==> config.mk <==
export PLATFORM = sky130hd
export DESIGN_NAME = uart_rx_sequencer
export DESIGN_NICKNAME = d
export VERILOG_FILES = /design/src/rtl/uart_pkg.sv /design/src/rtl/uart_rx_sync.sv /design/src/rtl/uart_rx_sequencer.sv
export SDC_FILE = /design/constraint.sdc
export NUM_CORES = 1
export LEC_CHECK = 0
export CAP_MARGIN = 25
export CORE_AREA = 2 2 82 84
export CTS_BUF_LIST = sky130_fd_sc_hd__clkbuf_4 sky130_fd_sc_hd__clkbuf_8
export CTS_CLUSTER_DIAMETER = 150
export DETAILED_ROUTE_END_ITERATION = 8
export DIE_AREA = 0 0 84 86
export DONT_BUFFER_PORTS = 1
export SYNTH_ARGS = -nofsm -noshare
export SYNTH_HDL_FRONTEND = slang
export SYNTH_SLANG_ARGS = --single-unit
==> constraint.sdc <==
create_clock -name i_clk -period 3.4 [get_ports i_clk]
set_clock_uncertainty 0.1 [all_clocks]
set_input_delay 0.68 -clock i_clk [delete_from_list [all_inputs] [get_ports i_clk]]
set_output_delay 0.68 -clock i_clk [all_outputs]
set_load 0.01 [all_outputs]
==> src/rtl/uart_pkg.sv <==
// Shared types and defaults for the UART receive path.
`timescale 1ns/1ps

package uart_pkg;

  // Receiver sequencing states; encoding is kept stable for existing users.
  typedef enum logic [1:0] {
    RxIdle  = 2'd0,
    RxStart = 2'd1,
    RxData  = 2'd2,
    RxStop  = 2'd3
  } rx_state_e;

  // Default oversampling ratio (i_tick pulses per bit period).
  localparam int unsigned DefOverSample = 8;

  // Default number of data bits per frame.
  localparam int unsigned DefDataBits = 8;

endpackage

==> src/rtl/uart_rx_sync.sv <==
// Two-flop synchronizer for the asynchronous serial line.
// Both stages reset high so a line at idle does not look like a start edge.
`timescale 1ns/1ps

module uart_rx_sync (
  input  logic i_clk,
  input  logic i_rst_n,
  input  logic i_d,
  output logic o_q
);

  logic meta_q;
  logic sync_q;

  // Shift the raw line through two stages to settle metastability.
  always_ff @(posedge i_clk or negedge i_rst_n) begin
    if (!i_rst_n) begin
      meta_q <= 1'b1;
      sync_q <= 1'b1;
    end else begin
      meta_q <= i_d;
      sync_q <= meta_q;
    end
  end

  assign o_q = sync_q;

endmodule

==> src/rtl/uart_rx_sequencer.sv <==
// UART receive sequencer: detects a start edge, samples the start bit at its
// centre, shifts in DataBits data bits LSB-first, checks the stop bit and
// hands the byte to a ready/valid consumer with overrun and framing flags.
`timescale 1ns/1ps

module uart_rx_sequencer
  import uart_pkg::*;
#(
  parameter int unsigned OverSample = DefOverSample,
  parameter int unsigned DataBits   = DefDataBits
) (
  input  logic                i_clk,
  input  logic                i_rst_n,
  input  logic                i_en,
  input  logic                i_tick,
  input  logic                i_rx,
  input  logic                i_ready,
  output logic                o_presc_en,
  output logic [DataBits-1:0] o_data,
  output logic                o_valid,
  output logic                o_frame_err,
  output logic                o_overrun,
  output logic                o_busy
);

  localparam int unsigned TickW = $clog2(OverSample) + 1;
  localparam int unsigned BitW  = $clog2(DataBits) + 1;

  localparam logic [1:0] StIdle  = RxIdle;
  localparam logic [1:0] StStart = RxStart;
  localparam logic [1:0] StData  = RxData;
  localparam logic [1:0] StStop  = RxStop;

  localparam logic [TickW-1:0] TickHalf = TickW'(OverSample / 2);
  localparam logic [TickW-1:0] TickFull = TickW'(OverSample);
  localparam logic [BitW-1:0]  BitLast  = BitW'(DataBits);

  logic                rx_s;
  logic                rx_prev_q;
  logic                rx_fall;

  logic [1:0]          state_q,    state_d;
  logic [TickW-1:0]    tick_cnt_q, tick_cnt_d;
  logic [TickW-1:0]    tick_nxt;
  logic [BitW-1:0]     bit_cnt_q,  bit_cnt_d;
  logic [BitW-1:0]     bit_nxt;
  logic [DataBits-1:0] shreg_q,    shreg_d;

  logic [DataBits-1:0] data_q,     data_d;
  logic                valid_q,    valid_d;
  logic                ferr_q,     ferr_d;
  logic                ovr_q,      ovr_d;

  logic                frame_good;
  logic                frame_bad;
  logic                handshake;

  uart_rx_sync u_sync (
    .i_clk   (i_clk),
    .i_rst_n (i_rst_n),
    .i_d     (i_rx),
    .o_q     (rx_s)
  );

  // Remember the previous synchronized level for falling-edge detection.
  always_ff @(posedge i_clk or negedge i_rst_n) begin
    if (!i_rst_n) begin
      rx_prev_q <= 1'b1;
    end else begin
      rx_prev_q <= rx_s;
    end
  end

  assign rx_fall  = rx_prev_q & ~rx_s;
  assign tick_nxt = tick_cnt_q + TickW'(1);
  assign bit_nxt  = bit_cnt_q + BitW'(1);

  // Frame sequencing: state, tick/bit counters and the data shift register.
  always_comb begin
    state_d    = state_q;
    tick_cnt_d = tick_cnt_q;
    bit_cnt_d  = bit_cnt_q;
    shreg_d    = shreg_q;
    frame_good = 1'b0;
    frame_bad  = 1'b0;

    case (state_q)
      StIdle: begin
        // Ticks are ignored here; only a start edge moves us on.
        if (i_en && rx_fall) begin
          state_d    = StStart;
          tick_cnt_d = '0;
          bit_cnt_d  = '0;
        end
      end

      StStart: begin
        if (i_tick) begin
          tick_cnt_d = tick_nxt;
          if (tick_nxt == TickHalf) begin
            // Centre of the start bit: a high line means it was a glitch.
            tick_cnt_d = '0;
            state_d    = rx_s ? StIdle : StData;
          end
        end
      end

      StData: begin
        if (i_tick) begin
          tick_cnt_d = tick_nxt;
          if (tick_nxt == TickFull) begin
            tick_cnt_d = '0;
            shreg_d    = {rx_s, shreg_q[DataBits-1:1]};
            bit_cnt_d  = bit_nxt;
            if (bit_nxt == BitLast) begin
              bit_cnt_d = '0;
              state_d   = StStop;
            end
          end
        end
      end

      StStop: begin
        if (i_tick) begin
          tick_cnt_d = tick_nxt;
          if (tick_nxt == TickFull) begin
            tick_cnt_d = '0;
            state_d    = StIdle;
            frame_good = rx_s;
            frame_bad  = ~rx_s;
          end
        end
      end

      default: begin
        state_d    = StIdle;
        tick_cnt_d = '0;
        bit_cnt_d  = '0;
      end
    endcase

    // Disabling mid-frame abandons the frame silently.
    if (!i_en && (state_q != StIdle)) begin
      state_d    = StIdle;
      tick_cnt_d = '0;
      bit_cnt_d  = '0;
      frame_good = 1'b0;
      frame_bad  = 1'b0;
    end
  end

  // Sequencer state registers.
  always_ff @(posedge i_clk or negedge i_rst_n) begin
    if (!i_rst_n) begin
      state_q    <= StIdle;
      tick_cnt_q <= '0;
      bit_cnt_q  <= '0;
      shreg_q    <= '0;
    end else begin
      state_q    <= state_d;
      tick_cnt_q <= tick_cnt_d;
      bit_cnt_q  <= bit_cnt_d;
      shreg_q    <= shreg_d;
    end
  end

  assign handshake = valid_q & i_ready;

  // Output holding register: load, consume, overrun and framing-error pulse.
  always_comb begin
    data_d  = data_q;
    valid_d = valid_q;
    ovr_d   = ovr_q;
    ferr_d  = frame_bad;

    if (handshake) begin
      valid_d = 1'b0;
      ovr_d   = 1'b0;
    end

    if (frame_good) begin
      // A slot being consumed this very cycle is free for the new frame.
      if (!valid_q || i_ready) begin
        data_d  = shreg_q;
        valid_d = 1'b1;
      end else begin
        ovr_d = 1'b1;
      end
    end
  end

  // Output registers.
  always_ff @(posedge i_clk or negedge i_rst_n) begin
    if (!i_rst_n) begin
      data_q  <= '0;
      valid_q <= 1'b0;
      ferr_q  <= 1'b0;
      ovr_q   <= 1'b0;
    end else begin
      data_q  <= data_d;
      valid_q <= valid_d;
      ferr_q  <= ferr_d;
      ovr_q   <= ovr_d;
    end
  end

  assign o_data      = data_q;
  assign o_valid     = valid_q;
  assign o_frame_err = ferr_q;
  assign o_overrun   = ovr_q;
  assign o_busy      = (state_q != StIdle);
  assign o_presc_en  = o_busy;

endmodule
# After elaboration in Yosys (flattened, before gate mapping)
# Cells that the tools add are included.
# op_classes
n_reduce_logical	14
bitwise	3
n_eq_ne	15
n_mux	37
add_sub_neg	2
# ops
operator	n
2-to-1 mux 4 bit	10
!= test 3 bit (second input constant)	8
2-to-1 mux 2 bit	10
2-to-1 mux 1 bit	14
case mux 4 bit (3 select lines)	1
adder 4 x 1 -> 4 bit (second input constant)	2
== test 4 bit (second input constant)	2
case mux 2 bit (4 select lines)	1
case mux 4 bit (2 select lines)	1
AND reduction 8 bit	1
AND reduction 3 bit	2
== test 2 bit (second input constant)	2
== test 4 x 3 -> 1 bit (second input constant)	1
AND reduction 4 bit	1
!= test 3 x 1 -> 1 bit (second input constant)	1
nonzero test 3 bit	1
bitwise AND 1 bit	2
== test 2 x 1 -> 1 bit (second input constant)	1
logical AND 1 bit	2
zero test 1 bit	2
zero test 2 bit	1
AND reduction 2 bit	1
nonzero test 2 bit	1
OR reduction 2 bit	1
other kinds (2)	2
# totals
word_cells	82
out_inout_bits	13
register_bits	32
inputBits	6

# Longest topological paths before layout
# logic_depth
word_depth	7
mapped_depth	6
depth_no_buf	6

# By module
# A second synthesis with hierarchy kept.
# unflattened
hier_cells	131
area_unflattened_um2	1554.0
# modules_own_cells
module	seq_area_each_um2	area_per_inst_um2	cells_each	instances
uart_rx_sequencer	752.0	1501.4	129	1
uart_rx_sync	52.6	52.6	2	1

# Worst setup path after synthesis
# Ideal clock, no wire load.
# synth_path
path_kind	input-to-reg
from	input i_tick
to	register bit_cnt_q[3]
n_path_buf	0
cell_stages	5
required_time_ps	3231
setup_time_ps	69
arrival_time_ps	1897
slack_ps	1334
cell_sequence	nand3_1 > a211oi_4 > a2111oi_2 > or4_1 > nand3_1
# synth_via
elab_chain_cells	2
# synth_rtl
element	line_no	source
start: declaration	uart_rx_sequencer.sv:15	input logic i_tick,
!= test 3 bit (no line)	n/a	
AND reduction 4 bit (no line)	n/a	
end signal: assignment	uart_rx_sequencer.sv:162	bit_cnt_q <= bit_cnt_d;
end: declaration	uart_rx_sequencer.sv:45	logic [BitW-1:0] bit_cnt_q, bit_cnt_d;
# No other way between the ends.
# A chain may end at the register's enable or synchronous reset.

# Worst setup path in the final report
# layout_path
from	register tick_cnt_q[0]
to	register bit_cnt_q[3]
# layout_via
elab_chain_cells	4
# layout_rtl
element	line_no	source
start: declaration	uart_rx_sequencer.sv:43	logic [TickW-1:0] tick_cnt_q, tick_cnt_d;
start signal: assignment	uart_rx_sequencer.sv:161	tick_cnt_q <= tick_cnt_d;
adder 4 x 1 -> 4 bit	uart_rx_sequencer.sv:75	assign tick_nxt = tick_cnt_q + TickW'(1);
== test 4 bit	uart_rx_sequencer.sv:111	if (tick_nxt == TickFull) begin
!= test 3 bit (no line)	n/a	
AND reduction 4 bit (no line)	n/a	
# No other way between the ends.

==> results by group <==
Run status
  – Run status: completed

Layout
  – Total inserted antenna cells: 0
  – Post-layout net count: 148
  – Non-Filler Instances: 217
  – Layout area overhead: 13.7%
  – Fraction of layout instances using a drive strength above 1: 25.7%
  – Final standard cell utilization of the core: 27.6%
  – Fin area: 0.00173 mm2

Placed design
  – Worst Setup Slack post-DPL: 1.07 ns
  – Post-DP HPWL: 2020 um
  – Placed Area: 0.00160 mm2
  – Inst Count DP: 208
  – Port-buffer cells: 0
  – Gpl congestion: 0.842

Timing
  – Setup TNS after final layout: 0 ns
  – Final setup viols: 0
  – Transition at the pin with the smallest max-transition slack: 0.607 ns
  – Worst slew margin relative to its limit: 59.5%
  – Max-slew violation count: 0
  – Maximum achievable frequency: 432 MHz
  – Portion of the clock cycle consumed by the worst path in the final layout: 68.2%
  – Worst setup slack after layout: 1.08 ns
  – Minimum clock period: 2.32 ns
  – WHS: 0.108 ns
  – Setup repair after global routing missed its margin: no
  – Number of failing hold endpoints at the final stage: 0

Global route
  – First-pass GRT wire length: 5020 um
  – GRT Overall Usage: 8.92%
  – Remaining global-route overflow: 0
  – Largest net degree at the start of global routing: 30
  – Antenna violations before repair: 0
  – Vias in the first global route: 997

Power
  – Sw power: 0.316 mW
  – Switching portion of total power: 30.7%
  – Power density over cell area: 594 mW/mm2
  – Combinational group share of total power: 20.9%
  – Clock power frac: 35.3%
  – Fraction of power consumed by sequential logic: 43.8%
  – P_leak: 0.766 nW
  – Largest voltage drop on the vdd net: 244 uV
  – Int Power: 0.713 mW
  – Post-route total power: 1.03 mW

Detailed routing
  – Vias: 1026
  – Starting DRC count in detailed routing: 50
  – Total routed wirelength: 2930 um
  – Drt drc: 0
  – Number of nets with antenna violations after detailed routing: 0
  – Initial DRT Pass Iterations: 4
  – Average wire length per cell after detail routing: 13.5 um
  – Number of vias per cell after detailed routing: 4.73

Critical path
  – Setup crit start kind: register
  – Cell repeated most along the worst path: sky130_fd_sc_hd__nand3_1
  – Buf+Inv Stages, Crit Path: 0
  – CP endpoint kind: register
  – Maximum fanout along the worst path: 9
  – Number of cells on the critical path: 6
  – Start-to-end type of the worst setup path: reg -> reg
  – Endpoint of the worst-slack reg-to-reg timing path: bit_cnt_q[3]
  – Worst r2r src: tick_cnt_q[0]
  – Slowest-stage cell, CP: sky130_fd_sc_hd__a211oi_4
  – Data required time of the worst path: 3.52 ns
  – Delay of the slowest cell on the worst path: 0.51 ns
  – Arrival time reported for the critical path endpoint: 2.44 ns
  – Worst-case register-to-register setup slack: 1.08 ns
  – Category of cells accounting for the largest share of critical-path delay: simple AND/OR/NAND/NOR gates
  – Worst-path cell chain: ha_1 -> nand3_1 -> a211oi_4 -> a2111oi_2 -> or4_1 -> nand3_1
  – Setup crit end: bit_cnt_q[3]
  – CP Launch Point: tick_cnt_q[0]
  – Depth of the worst register-to-register path: 6

Yosys
  – Sequential area share after synthesis: 52.8%
  – Synth area leader: sky130_fd_sc_hd__dfrtp_1
  – Post-synthesis net count: 142
  – Count of warnings emitted by yosys: 0
  – Synthesized instance count: 133
  – Number of library cell types mapped by synthesis: 38
  – Area share of the leading cell type in the synthesized netlist: 47.7%
  – Count of state elements after synthesis: 32
  – Average instance area after synthesis: 11.4 um2
  – Total standard cell area after synthesis: 0.00152 mm2
  – Cells taking the most area after synthesis: sky130_fd_sc_hd__dfrtp_1 48%, sky130_fd_sc_hd__mux2_2 13%, sky130_fd_sc_hd__dfstp_2 5.2%

Clock network
  – Root buf cell: sky130_fd_sc_hd__clkbuf_8
  – Sinks on the clock net: 32
  – Clock H-tree levels: 2
  – Clock slew at the register clock pins of the worst setup and hold paths: 0.07 ns
  – Buffer levels on the longest clock path: 2
  – Clock latency at the later pin of the worst-skew pair: 0.28 ns
  – Inserted Clock Buffers: 5
  – TritonCTS clock tree: done
  – Setup fix buffers added after clock tree synthesis: 0

Floorplan
  – Standard cell core area: 0.00628 mm2
  – Width of the die: 84 um
  – Row cnt: 29
  – Total Die Area: 0.00722 mm2
  – IO Count: 19
  – Die Height: 86 um
  – Initial standard-cell utilization of the core: 24.3%

Hold path
  – Min-delay worst type: in -> async

Flow run
  – Reported max-cap violation count: 0
cells by family after synthesis:
logic type,count (synthesis),synth area share (%)
AND/OR/NAND/NOR,41,13.8
flip-flops,32,52.8
AO/OA/AOI/OAI,30,14.8
multiplexers,17,12.6
buffers and inverters,9,2.96
adder cells (fa/ha/maj),3,2.47
XOR/XNOR,1,0.575
placed cells by master, fill, tap and decap left out, drive strengths merged, types with 2 or more instances in the layout:
cell type  instances
ha                 3
nor4               2
nand3b             2
clkbuf             6
mux2              17
o31ai              3
nand2             11
or2                2
a21oi              4
nand2b             3
o21a               2
o21ai             11
nand3              7
dfstp              3
nor2               7
inv                7
dfrtp             29
state kept, by name, indices dropped and copies added, names as in the netlist, 2 cells and up:
| signal | count |
|---|---|
| tick_cnt_q | 4 |
| shreg_q | 8 |
| state_q | 2 |
| o_data | 8 |
| bit_cnt_q | 4 |
metal layers:
| metal | GRT usage, % | vias up | wire length [um] |
|---|---|---|---|
| met5 | 0 | - | 0 |
| met4 | 3.08 | 0 | 31 |
| met3 | 4.23 | 6 | 250 |
| met2 | 13.1 | 27 | 1340 |
| met1 | 11.6 | 500 | 1300 |
| li1 | - | 493 | - |
power by group through the flow:
stage	registers (mW)	logic, mW	clock network, mW
2_1_floorplan	0.437	0.203	0
3_3_place_gp	0.457	0.210	0
3_5_place_dp	0.456	0.206	0
4_1_cts	0.450	0.217	0.378
5_1_grt	0.456	0.241	0.398
6_report	0.451	0.215	0.364
final cells by class:
class / instances / area [um2]
Clock buffer: 6 / 76.3
Timing Repair Buffer: 1 / 20.0
Sequential cell: 32 / 805
Inverter: 7 / 26.3
Multi-Input combinational cell: 92 / 673
Tap cell: 77 / 96.3
Clock inverter: 2 / 35.0
Fill cell: 644 / 4550
cells in the mapped netlist:
library cell and number:
sky130_fd_sc_hd__dfrtp_1 29, sky130_fd_sc_hd__mux2_2 17, sky130_fd_sc_hd__nand2_1 11, sky130_fd_sc_hd__o21ai_0 10, sky130_fd_sc_hd__inv_1 7, sky130_fd_sc_hd__nand3_1 7
sky130_fd_sc_hd__nor2_1 7, sky130_fd_sc_hd__a21oi_1 3, sky130_fd_sc_hd__dfstp_2 3, sky130_fd_sc_hd__ha_1 3, sky130_fd_sc_hd__nand2b_1 3, sky130_fd_sc_hd__o31ai_1 3
sky130_fd_sc_hd__nand3b_1 2, sky130_fd_sc_hd__nor4_1 2, sky130_fd_sc_hd__o21a_1 2, sky130_fd_sc_hd__or2_2 2, sky130_fd_sc_hd__a2111oi_2 1, sky130_fd_sc_hd__a211oi_4 1
sky130_fd_sc_hd__a21bo_4 1, sky130_fd_sc_hd__a21o_1 1, sky130_fd_sc_hd__a21oi_2 1, sky130_fd_sc_hd__a22oi_1 1, sky130_fd_sc_hd__a2bb2oi_1 1, sky130_fd_sc_hd__a31o_2 1
sky130_fd_sc_hd__a31oi_1 1, sky130_fd_sc_hd__buf_4 1, sky130_fd_sc_hd__buf_6 1, sky130_fd_sc_hd__nand4_1 1, sky130_fd_sc_hd__nand4b_1 1, sky130_fd_sc_hd__nor2b_1 1
sky130_fd_sc_hd__nor3_1 1, sky130_fd_sc_hd__nor4b_1 1, sky130_fd_sc_hd__o211a_1 1, sky130_fd_sc_hd__o21ai_1 1, sky130_fd_sc_hd__o41ai_1 1, sky130_fd_sc_hd__or3_1 1
sky130_fd_sc_hd__or4_1 1, sky130_fd_sc_hd__xor2_1 1
worst min-delay path by stage:
stage | from | cells after the start | slack [ns] | endpoint
finish | i_rst_n | 1 | 0.11 | bit_cnt_q[2]
floorplan | u_sync.meta_q | 0 | 0.25 | u_sync.o_q
detailed placement | u_sync.meta_q | 0 | 0.25 | u_sync.o_q
global placement | u_sync.meta_q | 0 | 0.25 | u_sync.o_q
CTS | i_rst_n | 1 | 0.12 | bit_cnt_q[2]
global route | i_rst_n | 1 | 0.11 | bit_cnt_q[2]
repair_timing:
action / in CTS / in global routing
resized for setup: 0 / 0
endpoints found under the hold margin: 29 / 0
hold buffers: 1 / 0
No activity file was read; power rests on OpenSTA's default activity.
